File: src/rtl/combo_lock_ctrl.sv
// Push-button combination lock sequencer: collects a fixed-length code, opens the lock for a
// bounded time, counts failed attempts and enforces a timed alarm lockout.
module combo_lock_ctrl #(
    parameter int unsigned          CODE_LEN      = 4,
    parameter logic [CODE_LEN-1:0]  CODE          = 4'b1011,
    parameter int unsigned          MAX_TRIES     = 3,
    parameter int unsigned          UNLOCK_TICKS  = 5,
    parameter int unsigned          LOCKOUT_TICKS = 10,
    parameter int unsigned          ENTRY_TIMEOUT = 8
) (
    input  logic       clk_i,
    input  logic       rst_i,
    input  logic       tick_i,
    input  logic       key0_i,
    input  logic       key1_i,
    input  logic       relock_i,
    output logic       unlocked_o,
    output logic       alarm_o,
    output logic [2:0] tries_left_o,
    output logic [3:0] digits_o,
    output logic       busy_o
);

    localparam int unsigned MaxOf2   = (UNLOCK_TICKS > LOCKOUT_TICKS) ? UNLOCK_TICKS
                                                                      : LOCKOUT_TICKS;
    localparam int unsigned MaxTicks = (MaxOf2 > ENTRY_TIMEOUT) ? MaxOf2 : ENTRY_TIMEOUT;
    localparam int unsigned TimerW   = $clog2(MaxTicks + 1);

    typedef enum logic [1:0] {StEntry, StCheck, StOpen, StLockout} state_e;

    state_e              state_q, state_d;
    logic [CODE_LEN-1:0] shift_q, shift_d;
    logic [3:0]          digits_q, digits_d;
    logic [TimerW-1:0]   timer_q, timer_d, timer_inc;
    logic [2:0]          tries_q, tries_d;
    logic                unlocked_q, unlocked_d;
    logic                alarm_q, alarm_d;
    logic                busy_q, busy_d;
    logic                key_one;
    logic                code_ok;

    // A simultaneous key0+key1 is one ambiguous press and is thrown away.
    assign key_one   = key0_i ^ key1_i;
    assign code_ok   = (shift_q == CODE);
    assign timer_inc = (timer_q == '1) ? timer_q : timer_q + 1'b1;

    always_ff @(posedge clk_i) begin
        if (rst_i) begin
            state_q    <= StEntry;
            shift_q    <= '0;
            digits_q   <= '0;
            timer_q    <= '0;
            tries_q    <= 3'(MAX_TRIES);
            unlocked_q <= 1'b0;
            alarm_q    <= 1'b0;
            busy_q     <= 1'b0;
        end else begin
            state_q    <= state_d;
            shift_q    <= shift_d;
            digits_q   <= digits_d;
            timer_q    <= timer_d;
            tries_q    <= tries_d;
            unlocked_q <= unlocked_d;
            alarm_q    <= alarm_d;
            busy_q     <= busy_d;
        end
    end

    always_comb begin
        state_d = state_q;
        unique case (state_q)
            StEntry: begin
                if (key_one && (digits_q == 4'(CODE_LEN - 1))) state_d = StCheck;
            end
            StCheck: begin
                if (code_ok)               state_d = StOpen;
                else if (tries_q > 3'd1)   state_d = StEntry;
                else                       state_d = StLockout;
            end
            StOpen: begin
                if (relock_i || (tick_i && (timer_q == TimerW'(UNLOCK_TICKS - 1)))) begin
                    state_d = StEntry;
                end
            end
            StLockout: begin
                if (tick_i && (timer_q == TimerW'(LOCKOUT_TICKS - 1))) state_d = StEntry;
            end
            default: state_d = StEntry;
        endcase
    end

    always_comb begin
        shift_d  = shift_q;
        digits_d = digits_q;
        timer_d  = timer_q;
        tries_d  = tries_q;
        unique case (state_q)
            StEntry: begin
                // A real press beats a timeout landing in the same cycle.
                if (key_one) begin
                    shift_d  = (shift_q << 1) | CODE_LEN'(key1_i);
                    digits_d = digits_q + 4'd1;
                    timer_d  = '0;
                end else if (tick_i && (digits_q != 4'd0)) begin
                    if (timer_q == TimerW'(ENTRY_TIMEOUT - 1)) begin
                        shift_d  = '0;
                        digits_d = '0;
                        timer_d  = '0;
                    end else begin
                        timer_d = timer_inc;
                    end
                end
            end
            StCheck: begin
                shift_d  = '0;
                digits_d = '0;
                timer_d  = '0;
                tries_d  = code_ok ? 3'(MAX_TRIES) : tries_q - 3'd1;
            end
            StOpen: begin
                if (tick_i) timer_d = timer_inc;
                if (state_d == StEntry) timer_d = '0;
            end
            StLockout: begin
                if (tick_i) timer_d = timer_inc;
                if (state_d == StEntry) begin
                    timer_d = '0;
                    tries_d = 3'(MAX_TRIES);
                end
            end
            default: ;
        endcase
    end

    always_comb begin
        unlocked_d = (state_d == StOpen);
        alarm_d    = (state_d == StLockout);
        busy_d     = (state_d != StEntry);
    end

    assign unlocked_o   = unlocked_q;
    assign alarm_o      = alarm_q;
    assign busy_o       = busy_q;
    assign tries_left_o = tries_q;
    assign digits_o     = digits_q;

endmodule

File: config.mk
export PLATFORM = sky130hd
export DESIGN_NAME = combo_lock_ctrl
export DESIGN_NICKNAME = d
export VERILOG_FILES = /design/src/rtl/combo_lock_ctrl.sv
export SDC_FILE = /design/constraint.sdc
export NUM_CORES = 1
export LEC_CHECK = 0
export ABC_AREA = 1
export BUFFER_PORTS_ARGS = -buffer_cell sky130_fd_sc_hd__buf_2
export CAP_MARGIN = 20
export CORE_MARGIN = 4
export CORE_UTILIZATION = 35
export CTS_CLUSTER_DIAMETER = 80
export DETAILED_ROUTE_END_ITERATION = 16
export PLACE_DENSITY_LB_ADDON = 0.05
export SLEW_MARGIN = 20
export SYNTH_ARGS = -nofsm -noshare
export SYNTH_HDL_FRONTEND = slang
export SYNTH_SLANG_ARGS = --single-unit
File: constraint.sdc
create_clock -name clk_i -period 1.6 [get_ports clk_i]
set_input_delay 0.16 -clock clk_i [delete_from_list [all_inputs] [get_ports clk_i]]
set_output_delay 0.16 -clock clk_i [all_outputs]
set_load 0.02 [all_outputs]
==> flow_summary.yaml <==
run_status:
  status: "completed"
timing:
  slew_headroom_pct: 80.0
  finalSetupViolCount: 0
  max_slew.worst_pin.slew_ns: 0.300
  hold-worst-slack_ns: 0.148
  finalMaxSlewViolations: 0
  hold_viol_final: 0
  fin_crit_ns: 1.48
  post-route-period-util_pct: 92.4
  max_freq_ghz: 0.676
  skew_ns: 0.00208
clock_network:
  postCtsHoldBufs: 0
  clk_pin_slew_ns: 0.11
  clkSinkCount: 20
  cts_buffers: 3
  cts.path.max_buffers: 2
  insertion_delay_ns: 0.30
  h-tree-depth: 1
  cts-root-buf: "clkbuf_4"
  cts_tree: "built"
global_route:
  antenna_found_initial: 0
  grt_pass1_wl_um: 4250
  grt_pass1_vias: 975
  grt_usage_pct: 12.6
  grt_start_max_net_pins: 12
  gr-total-overflow: 0
yosys:
  avgSynthCellArea_um2: 7.26
  ys_async_sr_fraction_pct: 0
  ys_ff_latch: 20
  synth.top_cell.area_share_pct: 33.4
  yosys.area.top_type: "dfxtp_1"
  yosys-top-cells-area: "dfxtp_1 33%, nand2_1 12%, ha_1 8.4%, inv_1 6.9%, nor2_1 6.0%"
  ys_top_cells_by_count: "37 x nand2_1, 22 x inv_1, 20 x dfxtp_1, 19 x nor2_1, 13 x nand3_1"
  synth.yosys.seq_area_share_pct: 33.4
  synth-edff-count: 0
  synth_most_common_cell: "nand2_1"
  synth_warnings: 0
  ys.flop_type: "dfxtp_1"
  synth_nets: 179
  netlist_instances: 165
  syn-cell-area_mm2: 0.00120
  synth_cell_type_count: 25
worst_setup_path:
  end_kind: "flip-flop"
  slowest_stage: "dfxtp_1"
  crit_type: "flip-flop to flip-flop"
  critical_path_depth: 8
  slowest_delay_ns: 0.39
  cp_cell_sequence: "inv_1 > ha_1 > a21oi_4 > nor2_8 > nor2_8 > inv_6 > o21ai_0 > nor2_1"
  cp.buffers_inverters: 2
  crit_fanout: 8
  cpLargestDelayFamily: "flip-flops"
  critPathLaunchType: "flip-flop"
  required_ns: 1.80
  path_common_cell: "nor2_8"
  r2r_cells: 8
  cp.arrival_ns: 1.68
layout:
  num_antenna_cells: 0
  final_nets: 202
  drive_above_1_share_pct: 25.1
  syn_to_final_growth_pct: 18.2
  postLayoutCoreUtil_pct: 44.9
  final_area_mm2: 0.00142
route:
  drc: 0
  wl_per_cell_um: 10.8
  dr_total_vias: 1062
  drtAntennaViolNets: 0
  postRouteWirelength_um: 2500
  vias_per_cell: 4.60
  first_pass_iters: 4
  first_iter_violations: 54
pwr:
  p_total_mw: 1.16
  vdd_drop_max_uv: 502
  power_density_mw_per_mm2: 820
  leakage_nw: 0.713
place:
  gp_congestion: 0.804
  placed_cell_area_mm2: 0.00134
  dp.final_hpwl_um: 2000
  numPortBuffers: 15
run:
  cap_viol_max_count: 0
floorplanning:
  coreArea_mm2: 0.00315
  dieArea_mm2: 0.00442
  initial_utilization_pct: 38.0
  die_w_um: 66.5
  io_pins: 16
  fp-row-count: 20
  die_h_um: 66.5
worst_hold_path:
  whs_path_depth: 2
  hold_path_class: "primary input to flip-flop"
==> placed cells by master (no fill, tap or decap) <==
| cell type | count |
|---|---|
| nand2_1 | 36 |
| inv_1 | 22 |
| nor2_1 | 19 |
| dfxtp_1 | 18 |
| buf_2 | 15 |
| nand3_1 | 12 |
| ha_1 | 8 |
| a21oi_1 | 7 |
| nand2_2 | 4 |
| xor2_1 | 4 |
| a21oi_2 | 4 |
| o21ai_1 | 4 |
| o21ai_0 | 4 |
| inv_2 | 3 |
| nor2_4 | 3 |
| nand4_1 | 3 |
| clkbuf_4 | 3 |
| buf_4 | 3 |
| nor2_8 | 2 |
| o21ai_4 | 1 |
| a21oi_4 | 1 |
| nor2_2 | 1 |
| inv_6 | 1 |
| nand3_2 | 1 |
| o21bai_1 | 1 |
| o21a_1 | 1 |
| o21ai_2 | 1 |
| nand2_4 | 1 |
| nor3_1 | 1 |
| clkbuf_8 | 1 |
| dfxtp_4 | 1 |
| dfxtp_2 | 1 |
==> power breakdown <==
| group | switching [mW] | internal [mW] | total [mW] |
|---|---|---|---|
| Combinational | 0.186 | 0.119 | 0.305 |
| Sequential | 0.0305 | 0.533 | 0.563 |
| Clock | 0.154 | 0.139 | 0.292 |
==> sequential cells by signal (all words and copies together) (netlist names) <==
name          count
tries_left_o      3
alarm_o           1
timer_q           4
shift_q           4
unlocked_o        1
state_q           2
digits_o          4
busy_o            1
==> per-stage QoR <==
step,TNS [ns],std cells,setup slack (ns)
2_1_floorplan,0,165,0.0465
3_3_place_gp,0,225,0.0599
3_5_place_dp,0,225,0.0342
4_1_cts,0,229,0.0158
5_1_grt,-0.0183,231,-0.0183
6_report,0,231,0.122
==> kinds of logic after synthesis <==
logic type	Yosys count	synth area share, %
buf+inv	27	9.20
xor+xnor	4	2.93
simple gates	82	32.8
fa+ha+maj	8	8.36
flops	20	33.4
compound gates	24	13.3
==> path summary, 6_finish.rpt <==
path	to	slack (ns)	start
worst max register to register	shift_q[1]	0.12	digits_o[1]
worst max-delay path	shift_q[1]	0.12	digits_o[1]
worst min-delay path	digits_o[3]	0.15	rst_i
worst min register to register	shift_q[0]	0.51	shift_q[0]
==> cell type report <==
| class | instances | area (um2) |
|---|---|---|
| clock buffer | 4 | 36.3 |
| fill | 351 | 1740 |
| inverter | 26 | 103 |
| multi-input combinational | 119 | 718 |
| sequential | 20 | 405 |
| tap | 44 | 55.1 |
| timing repair buffer | 18 | 97.6 |
==> repair_timing <==
item / CTS / global route
endpoints found under the setup margin: 0 / 12
gates resized for setup: 0 / 7
setup buffers: 0 / 1
==> metal layers <==
layer  routed length, um  up-vias  global-route usage [%]
met3                  88        2                    4.05
met5                   0        -                       0
met4                  24        0                    2.28
met1                1190      482                    16.0
li1                    -      564                       -
met2                1200       14                    20.8
(Power assumes the default switching activity.)
